**src/rtl/tile_scroll_control.sv**
```systemverilog
// Game-state sequencer upstream of the erase/draw sequencer: owns tile rows, scroll offset, score and game-over.
// One update per frame tick; draw_go is held until drawing is done, then dropped for one cycle before the update.
module tile_scroll_control #(
  parameter int unsigned ROW_HEIGHT = 40,
  parameter int unsigned STEP       = 1,
  parameter logic [7:0]  LFSR_SEED  = 8'hA5
) (
  input  logic        clock,
  input  logic        resetn,
  input  logic        frame_tick,
  input  logic        all_drawing_done,
  input  logic [3:0]  key_press,
  output logic        draw_go,
  output logic [5:0]  offset,
  output logic [17:0] lines,
  output logic [7:0]  score,
  output logic        game_over,
  output logic        frame_overrun
);
  typedef enum logic [2:0] {IDLE, ISSUE, RELEASE, UPDATE, OVER} state_t;

  state_t          state_q, state_d;
  logic [7:0]      lfsr_q, lfsr_d;
  logic            tick_pending_q, tick_pending_d;
  logic            overrun_q, overrun_d;
  logic            key_pending_q, key_pending_d;
  logic [2:0]      key_lane_q, key_lane_d;
  logic [5:0][2:0] rows_q, rows_d;
  logic [5:0]      offset_q, offset_d;
  logic [7:0]      score_q, score_d;
  logic            over_q, over_d;
  logic [2:0]      press_lane, spawn_lane, tgt;
  logic            found;
  logic [6:0]      sum;

  // Taps 8,6,5,4 of x^8+x^6+x^5+x^4+1
  assign lfsr_d     = {lfsr_q[6:0], lfsr_q[7] ^ lfsr_q[5] ^ lfsr_q[4] ^ lfsr_q[3]};
  assign spawn_lane = {1'b0, lfsr_q[1:0]} + 3'd1;

  always_comb begin
    case (key_press)
      4'b0001: press_lane = 3'd1;
      4'b0010: press_lane = 3'd2;
      4'b0100: press_lane = 3'd3;
      4'b1000: press_lane = 3'd4;
      default: press_lane = 3'd0;
    endcase
  end

  always_comb begin
    state_d = state_q;
    case (state_q)
      IDLE:    if (tick_pending_q) state_d = ISSUE;
      ISSUE:   if (all_drawing_done) state_d = RELEASE;
      RELEASE: state_d = UPDATE;
      UPDATE:  state_d = over_d ? OVER : IDLE;
      default: state_d = OVER;
    endcase
  end

  // A tick landing on the clear cycle re-arms; one landing on a still-pending tick is lost
  always_comb begin
    tick_pending_d = tick_pending_q;
    overrun_d      = overrun_q;
    if (state_q == IDLE && tick_pending_q) tick_pending_d = 1'b0;
    if (frame_tick && state_q != OVER) begin
      if (tick_pending_d) overrun_d = 1'b1;
      else                tick_pending_d = 1'b1;
    end
  end

  always_comb begin
    rows_d        = rows_q;
    offset_d      = offset_q;
    score_d       = score_q;
    over_d        = over_q;
    key_pending_d = key_pending_q;
    key_lane_d    = key_lane_q;
    found         = 1'b0;
    tgt           = 3'd0;
    sum           = 7'd0;
    if (state_q == UPDATE) begin
      key_pending_d = 1'b0;
      if (key_pending_q) begin
        for (int i = 0; i < 6; i++) begin
          if (rows_q[i] != 3'd0) begin
            found = 1'b1;
            tgt   = 3'(i);
          end
        end
        if (found) begin
          if (rows_q[tgt] == key_lane_q) begin
            rows_d[tgt] = 3'd0;
            if (score_q != 8'hFF) score_d = score_q + 8'd1;
          end else begin
            over_d = 1'b1;
          end
        end
      end
      sum = {1'b0, offset_q} + 7'(STEP);
      if (sum < 7'(ROW_HEIGHT)) begin
        offset_d = sum[5:0];
      end else begin
        offset_d = 6'(sum - 7'(ROW_HEIGHT));
        if (rows_d[5] != 3'd0) over_d = 1'b1;
        rows_d = {rows_d[4:0], spawn_lane};
      end
    end
    if (state_q != OVER && !key_pending_q && press_lane != 3'd0) begin
      key_pending_d = 1'b1;
      key_lane_d    = press_lane;
    end
  end

  always_ff @(posedge clock or negedge resetn) begin
    if (!resetn) begin
      state_q        <= IDLE;
      lfsr_q         <= LFSR_SEED;
      tick_pending_q <= 1'b0;
      overrun_q      <= 1'b0;
      key_pending_q  <= 1'b0;
      key_lane_q     <= 3'd0;
      rows_q         <= '0;
      offset_q       <= 6'd0;
      score_q        <= 8'd0;
      over_q         <= 1'b0;
    end else begin
      state_q        <= state_d;
      lfsr_q         <= lfsr_d;
      tick_pending_q <= tick_pending_d;
      overrun_q      <= overrun_d;
      key_pending_q  <= key_pending_d;
      key_lane_q     <= key_lane_d;
      rows_q         <= rows_d;
      offset_q       <= offset_d;
      score_q        <= score_d;
      over_q         <= over_d;
    end
  end

  assign draw_go       = (state_q == ISSUE);
  assign offset        = offset_q;
  assign lines         = rows_q;
  assign score         = score_q;
  assign game_over     = over_q;
  assign frame_overrun = overrun_q;
endmodule

```
**config.mk**
```make
export PLATFORM = sky130hd
export DESIGN_NAME = tile_scroll_control
export DESIGN_NICKNAME = d
export VERILOG_FILES = /design/src/rtl/tile_scroll_control.sv
export SDC_FILE = /design/constraint.sdc
export NUM_CORES = 1
export LEC_CHECK = 0
export ABC_CLOCK_PERIOD_IN_PS = 6500
export CELL_PAD_IN_SITES_DETAIL_PLACEMENT = 0
export CELL_PAD_IN_SITES_GLOBAL_PLACEMENT = 1
export CORE_MARGIN = 2
export CORE_UTILIZATION = 44
export CTS_CLUSTER_SIZE = 10
export DETAILED_ROUTE_END_ITERATION = 8
export PLACE_DENSITY = 0.93
export SYNTH_ARGS = -nofsm -noshare
export SYNTH_HDL_FRONTEND = slang
export SYNTH_SLANG_ARGS = --single-unit
```
**constraint.sdc**
```tcl
create_clock -name clock -period 6.5 [get_ports clock]
set_input_delay 0.975 -clock clock [delete_from_list [all_inputs] [get_ports clock]]
set_output_delay 0.975 -clock clock [all_outputs]
set_load 0.01 [all_outputs]
```
* Word-level counts from Yosys, hierarchy flattened
Index checks and enable logic that the tools add are counted.
** Operators by class
- Equality and inequality tests :: 12
- Magnitude comparators :: 3
- Muxes and demuxes :: 40
- Bitwise operators :: 5
- $add $sub $neg :: 4
- Reductions and logical operators :: 19
** Operators by type and width (count)
- 2-to-1 mux 18 bit :: 5
- 2-to-1 mux 3 bit :: 11
- one-hot mux 3 bit (4 select lines) :: 2
- nonzero test 3 bit :: 8
- 2-to-1 mux 1 bit :: 19
- AND 18 bit :: 1
- NOT 18 bit :: 1
- binary-select mux 3 bit (select 3 bit) :: 1
- demux 3 bit (select 3 bit) :: 1
- adder 8 x 1 -> 8 bit (second input constant) :: 1
- inequality test 8 bit (second input constant) :: 1
- adder 6 x 1 -> 7 bit (second input constant) :: 1
- < comparator 7 x 6 -> 1 bit (second input constant) :: 1
- == test 3 x 2 -> 1 bit (second input constant) :: 2
- 2-to-1 mux 6 bit :: 1
- subtractor 6 bit (second input constant) :: 1
- logical AND 1 bit :: 5
- AND reduction 5 bit :: 1
- == test 4 x 1 -> 1 bit (second input constant) :: 1
- == test 4 x 2 -> 1 bit (second input constant) :: 1
- == test 4 x 3 -> 1 bit (second input constant) :: 1
- == test 4 bit (second input constant) :: 1
- < comparator 3 x 4 -> 1 bit (second input constant) :: 1
- inequality test 2 bit (second input constant) :: 2
- other kinds (10) :: 13
** Word-level totals
- Register bits :: 50

* Longest topological paths before layout
Gate-level depths: netlist (run 1).
- Word-level depth :: 24
- Gate-level depth with buffers :: 11
- Mapped depth without buffers :: 11

* Worst setup path before layout (run 1)
OpenSTA, ideal clock, no wires.
- Kind :: register to register
- Start :: reg rows_q, in the netlist lines[11]
- End :: reg rows_q, in the netlist lines[6]
- Path slack :: 3.963 ns
- Stages on the path, launching flop included :: 8
- Clock period less this slack :: 2.537 ns
- Path buffers :: 0
- Arrival time :: 2.416 ns
- Path through :: dfrtp_1 -> or3_4 -> o41ai_1 -> a211oi_1 -> xnor2_1 -> nand3b_4 -> or4_4 -> a32o_1
** On the way
- Longest elaborated chain between the ends :: 17
- Elaborated cells between the ends (all ways) :: 26
** Ends and longest elaborated chain
- start, declared :: RTL line 28 : logic [5:0][2:0] rows_q, rows_d;
- start signal, assigned :: RTL line 134 : rows_q <= rows_d;
- nonzero test 3 bit :: RTL line 86 : if (rows_q[i] != 3'd0) begin
- 2-to-1 mux 3 bit (3 in a row) :: RTL line 86
- 2-to-1 mux 3 bit :: RTL line 84 : if (key_pending_q) begin
- 2-to-1 mux 3 bit :: RTL line 82 : if (state_q == UPDATE) begin
- < comparator 3 x 4 -> 1 bit (not written as such) / >= comparator 3 x 1 -> 1 bit (equally long branches) :: RTL line 93 : rows_d[tgt] = 3'd0;
- logical AND 1 bit (not written as such) :: RTL line 93
- 2-to-1 mux 3 bit (not written as such) :: RTL line 93
- demux 3 bit (select 3 bit) :: RTL line 93
- NOT 18 bit (no line)
- AND 18 bit (no line)
- 2-to-1 mux 18 bit :: RTL line 92 : if (rows_q[tgt] == key_lane_q) begin
- 2-to-1 mux 18 bit (*) :: RTL line 91 : if (found) begin
- 2-to-1 mux 18 bit (*) :: RTL line 84
- 2-to-1 mux 18 bit (*) :: RTL line 82
- 2-to-1 mux 18 bit (*) :: RTL line 101 : if (sum < 7'(ROW_HEIGHT)) begin
Every way passes the cells marked *; elsewhere a longest branch is shown, timed or not. The select of a mux whose other input is x is not followed.
A chain may end at the register's enable or synchronous reset.

* Worst setup path after layout (run 1)
- Start :: reg offset_q[0], in the netlist offset[0]
- End :: reg rows_q, in the netlist lines[8]
** On the way
- Longest elaborated chain between the ends :: 3
** Ends and longest elaborated chain
- start, declared :: RTL line 29 : logic [5:0] offset_q, offset_d;
- start signal, assigned :: RTL line 135 : offset_q <= offset_d;
- adder 6 x 1 -> 7 bit :: RTL line 100 : sum = {1'b0, offset_q} + 7'(STEP);
- < comparator 7 x 6 -> 1 bit :: RTL line 101
- 2-to-1 mux 18 bit :: RTL line 101
Every way passes these cells.

==> key figures, run 1 <==
Status
  – Outcome: complete, no violations

Timing
  – Max Slew Vio Count: 0
  – # setup viols final: 0
  – Slew headroom: 0.254
  – Fmax: 0.332 GHz
  – Crit share post-route: 0.464
  – RSZ-0062 raised after global routing: false
  – Clock Skew: 0.0101 ns
  – Slew @ Worst Pin: 1.12 ns
  – Final hold violations: 0
  – Setup_tns: 0 ns
  – Post-layout min period: 3.02 ns

Worst hold path
  – Hold depth: 0
  – WHS Endpoint: lfsr_q[7]
  – HP Start: lfsr_q[6]
  – Worst min path class: reg -> reg

Global routing
  – Remaining global-route overflow: 0
  – GRT Total Usage: 0.195
  – Initial antenna violation count: 0
  – Vias in the first global route: 2,100
  – Largest net degree at the start of global routing: 51
  – First-pass GRT wire length: 10,100 µm

Clock network
  – Buffer count from post-CTS setup fixing: 0
  – # resized after CTS: 0
  – CTS clk-pin slew, worst paths: 0.10 ns
  – Worst skew pair latency: 0.30 ns
  – TritonCTS Sinks: 50
  – Root Buffer Master: clkbuf_8
  – H-tree Lvls: 2
  – Deepest clock path buffer count: 2
  – Clock tree from TritonCTS: done
  – Hold Buf Count CTS: 0
  – Total CTS buffers: 5

Detailed routing
  – Iter 0 DRT Violations: 165
  – DR vias: 2,323
  – DR pass1 iterations: 4
  – Via-per-instance ratio: 5.84
  – Routed Antenna Nets: 0
  – Remaining DRCs: 0
  – Final wirelength: 6220 µm
  – Avg WL per Cell: 15.6 µm

Finish
  – Layout cell share with drive strength beyond 1: 0.0836
  – Core Util, Final: 0.555
  – Fillcell total: 539
  – Synth-to-layout area growth: 22.2%
  – Most common cell after layout, fill and taps aside: dfrtp_1
  – Diode count: 0
  – Most frequent cells in the layout: dfrtp_1, clkdlybuf4s50_1, nand2_1
  – Nets: 334

Critical path
  – R2r setup slk: 3.48 ns
  – WS Path Type: reg -> reg
  – FF-to-FF End: lines[8]
  – Worst EP required: 6.73 ns
  – Startpoint types: register
  – R2r worst-path depth: 9
  – Worst endpoint data arrival time: 3.25 ns
  – Max Fanout on Critical Path: 15
  – R2r startpoint: offset[0]
  – Setup crit end kind: register

Synth
  – Number of synthesized flops with an enable pin: 0
  – Most used flip-flop cell after synthesis: dfrtp_1
  – Syn nets: 295
  – Synth area leaders: dfrtp_1, nand2_1, a21oi_1, xnor2_1, dfstp_2
  – Synthesized area per cell: 9.45 µm²
  – Synth unique cells: 50
  – Top-area cell type share of the netlist area: 0.430
  – Mapped cell area: 0.00268 mm²
  – Post-synthesis sequential area ratio: 0.470
  – Post-synth ARST share: 1.00
  – Synth Instances: 283
  – #FFs+latches synth: 50
  – Ys Warns: 0
  – Cell accounting for the most synthesized area: dfrtp_1

Place
  – DPL Wire Length: 4440 µm
  – RD Place Congestion: 0.893
  – # port buffers: 42

Floorplan
  – I/O pin count: 43
  – Initial Util: 0.455
  – Core area: 0.00589 mm²
  – Die W: 82.0 µm
  – Die footprint: 0.00672 mm²
  – Row count: 28
  – Die Y: 82.0 µm

Power and ir drop
  – Leakage: 1.36 nW
  – Pwr Total: 1.13 mW
  – VDD IR-drop max: 0.211 mV
  – Cell Pwr Density: 346 mW/mm²

Run
  – Max-Cap Viols: 0
-- per-layer routing --
metal  GRT usage  part of all wire  up-vias
li1            -                 -     1111
met5           0                 0        -
met1       0.290              0.48     1123
met2       0.291              0.46       80
met3      0.0352             0.052        9
met4      0.0567             0.012        0
-- state kept, by name, indices dropped and copies added, names as in the netlist --
name	flops
tick_pending_q	1
frame_overrun	1
score	8
offset	6
lines	18
key_pending_q	1
state_q	3
game_over	1
lfsr_q	8
key_lane_q	3
-- logic make-up after synthesis --
family / share of synthesized area
and+or+nand+nor: 0.220
xor gates and xnor gates: 0.0720
DFF: 0.470
adders and majority gates: 0.0187
AOI/OAI and AO/OA: 0.186
muxes: 0.0154
buffers and inverters: 0.0182
-- synth_stat cells, types with 2 or more instances --
master	count
a211oi_1	4
a21o_1	2
a21oi_1	25
a22oi_1	2
a32o_1	4
and3_1	3
clkbuf_1	11
dfrtp_1	46
dfstp_2	4
ha_1	4
inv_1	2
mux2i_1	3
nand2_1	36
nand2b_1	4
nand3_1	10
nand3b_1	2
nand4_1	4
nor2_1	23
nor3_1	16
nor3_2	2
nor4_1	4
o21ai_0	11
o21bai_1	3
o22a_1	2
o22ai_1	7
o41ai_1	3
or2_2	2
or3_1	2
xnor2_1	13
xor2_1	9
-- stage by stage --
stage               hold slack (ns)  worst slack [ns]  cells  cell area, µm²
finish                        0.373              3.48    398            3270
global route                  0.395              3.26    398            3270
CTS                           0.386              3.53    398            3270
detailed placement            0.361              3.57    390            3150
global placement              0.345              3.59    390            3150
floorplan                     0.333              3.96    283            2680
-- power by group --
| group | internal [mW] | total (mW) | switching [mW] | leakage [nW] |
|---|---|---|---|---|
| Combinational | 0.208 | 0.472 | 0.264 | 0.657 |
| Sequential | 0.360 | 0.432 | 0.0714 | 0.649 |
| Clock | 0.117 | 0.226 | 0.109 | 0.0563 |
-- final cells by class --
class                   instances  area, µm²  area share
well taps                      75       93.8      0.0287
flip-flops and latches         50       1260       0.384
clock buffers                   5       68.8      0.0211
inverters                       2       7.51     0.00230
clock inverters                 3       48.8      0.0149
multi-input cells             220       1370       0.419
repair buffers                 43        423       0.129
-- critical path, cell delays in order, from the launching register on --
cell,delay [ns]
dfrtp_1,0.41
ha_1,0.21
nand3_1,0.12
xor2_1,0.17
ha_1,0.23
nor3_1,0.29
a21oi_2,0.16
nor2_1,0.85
o41a_1,0.35
a32o_1,0.16
-- worst max-delay path by stage --
stage,start,to,cells after the start
5_1_grt,lines[12],lines[2],8
4_1_cts,offset[0],lines[8],9
3_3_place_gp,lines[12],lines[6],8
2_1_floorplan,lines[11],lines[6],7
6_report,offset[0],lines[8],9
3_5_place_dp,lines[12],lines[8],8
(Power assumes the default switching activity.)
==> run 2, diff against run 1 <==
==> config.mk (replaced) <==
export PLATFORM = sky130hd
export DESIGN_NAME = tile_scroll_control
export DESIGN_NICKNAME = d
export VERILOG_FILES = /design/src/rtl/tile_scroll_control.sv
export SDC_FILE = /design/constraint.sdc
export NUM_CORES = 1
export LEC_CHECK = 0
export ABC_CLOCK_PERIOD_IN_PS = 2650
export CELL_PAD_IN_SITES_DETAIL_PLACEMENT = 0
export CELL_PAD_IN_SITES_GLOBAL_PLACEMENT = 1
export CORE_MARGIN = 2
export CORE_UTILIZATION = 37
export CTS_CLUSTER_SIZE = 10
export DETAILED_ROUTE_END_ITERATION = 8
export PLACE_DENSITY = 0.84
export SYNTH_ARGS = -nofsm -noshare
export SYNTH_HDL_FRONTEND = slang
export SYNTH_SLANG_ARGS = --single-unit
==> constraint.sdc (replaced) <==
create_clock -name clock -period 2.65 [get_ports clock]
set_input_delay 0.3975 -clock clock [delete_from_list [all_inputs] [get_ports clock]]
set_output_delay 0.3975 -clock clock [all_outputs]
set_load 0.01 [all_outputs]
==> key figures, run 2 (synthesis gave the netlist of run 1 again) <==
Floorplan
  – Initial Util: 0.387
  – Die footprint: 0.00793 mm²
  – I/O pin count: 43
  – Row count: 30
  – Core area: 0.00691 mm²
  – Die Y: 89.0 µm
  – Die W: 89.0 µm

Detailed routing
  – Final wirelength: 6820 µm
  – Iter 0 DRT Violations: 144
  – Via-per-instance ratio: 5.31
  – DR pass1 iterations: 4
  – Remaining DRCs: 0
  – Routed Antenna Nets: 0
  – DR vias: 2,380
  – Avg WL per Cell: 15.2 µm

Clock network
  – Buffer count from post-CTS setup fixing: 0
  – TritonCTS Sinks: 50
  – # resized after CTS: 0
  – Clock tree from TritonCTS: done
  – H-tree Lvls: 2
  – Total CTS buffers: 5
  – Hold Buf Count CTS: 0
  – Deepest clock path buffer count: 2
  – Root Buffer Master: clkbuf_8
  – Worst skew pair latency: 0.31 ns
  – CTS clk-pin slew, worst paths: 0.09 ns

Critical path
  – Worst endpoint data arrival time: 2.74 ns
  – Worst EP required: 2.85 ns
  – WS Path Type: reg -> reg
  – Startpoint types: register
  – Setup crit end kind: register
  – R2r worst-path depth: 8
  – Max Fanout on Critical Path: 5

Finish
  – Most frequent cells in the layout: dfrtp_1, clkdlybuf4s50_1, nand2_1
  – Diode count: 0
  – Layout cell share with drive strength beyond 1: 0.173
  – Storage cell area: 0.00126 mm²
  – Synth-to-layout area growth: 33.9%
  – Most common cell after layout, fill and taps aside: dfrtp_1
  – Multi-input gate area: 0.00140 mm²
  – Final non-filler cell total: 448
  – Fillcell total: 655
  – Nets: 363
  – Max FFs per register: 18

Timing
  – Clock Skew: 0.00699 ns
  – RSZ-0062 raised after global routing: true
  – Final hold violations: 0
  – Setup_tns: 0 ns
  – Fmax: 0.394 GHz
  – # setup viols final: 0
  – Slew @ Worst Pin: 0.584 ns
  – Max Slew Vio Count: 0
  – Post-layout min period: 2.54 ns
  – Slew headroom: 0.609
  – Crit share post-route: 0.958

Global routing
  – First-pass GRT wire length: 11,400 µm
  – Initial antenna violation count: 0
  – Vias in the first global route: 2,300
  – Remaining global-route overflow: 0
  – GRT Total Usage: 0.184
  – Largest net degree at the start of global routing: 28

Place
  – RD Place Congestion: 0.938
  – # port buffers: 42
  – DPL Wire Length: 5080 µm
  – Cells after DPL: 440

Power and ir drop
  – Cell Pwr Density: 853 mW/mm²
  – VDD IR-drop max: 0.359 mV
  – Pwr Total: 3.06 mW
  – Leakage: 1.55 nW

Worst hold path
  – Worst min path class: in -> async

Status
  – Outcome: complete, no violations

Run
  – Max-Cap Viols: 0
==> run 2: critical path: stages (launching register included) <==
cell and delay (ns):
dfrtp_1 0.42, nor3_4 0.26, nand4_1 0.23, or3_1 0.40
o211ai_2 0.08, xnor2_1 0.08, nand3b_4 0.18, or4_4 0.51
a32o_1 0.27
==> run 2: power by group <==
group          switching (mW)  internal (mW)  total (mW)
Clock                   0.259          0.403       0.662
Combinational           0.689          0.646        1.34
Sequential              0.176          0.884        1.06
Total                    1.12           1.93        3.06
==> run 2: path summary, 6_finish.rpt <==
path,startpoint,end,slack [ns]
setup / recovery,lines[15],lines[8],0.11
hold / removal,resetn,lfsr_q[3],0.07
setup reg to reg,lines[15],lines[8],0.11
hold reg to reg,lfsr_q[6],lfsr_q[7],0.37
max in group asynchronous,resetn,key_lane_q[2],2.30
min in group clock,lfsr_q[6],lfsr_q[7],0.37
==> run 2: layout make-up <==
cell class | count | share of cell area
inverter | 2 | 0.00210
multi-input combinational | 220 | 0.391
sequential | 50 | 0.351
clock inverter | 2 | 0.0168
tap | 96 | 0.0335
timing repair buffer | 72 | 0.182
clock buffer | 6 | 0.0231
==> run 2: per-stage QoR <==
step / setup slack (ns) / cell area, µm² / utilization / hold slack, ns
3_5_place_dp: 0.106 / 3410 / 0.493 / 0.339
4_1_cts: 0.0918 / 3550 / 0.514 / 0.0848
6_report: 0.112 / 3580 / 0.519 / 0.0714
2_1_floorplan: 0.113 / 2680 / - / 0.102
3_3_place_gp: 0.109 / 3410 / 0.493 / 0.345
5_1_grt: -0.0183 / 3580 / 0.519 / 0.105
==> run 2: routing by layer <==
layer	wire, µm	track usage	vias up	share of wire
met2	3280	0.300	50	0.48
met5	0	0	-	0
met4	78	0.0529	0	0.011
li1	-	-	1167	-
met1	3220	0.254	1157	0.47
met3	242	0.0286	6	0.035
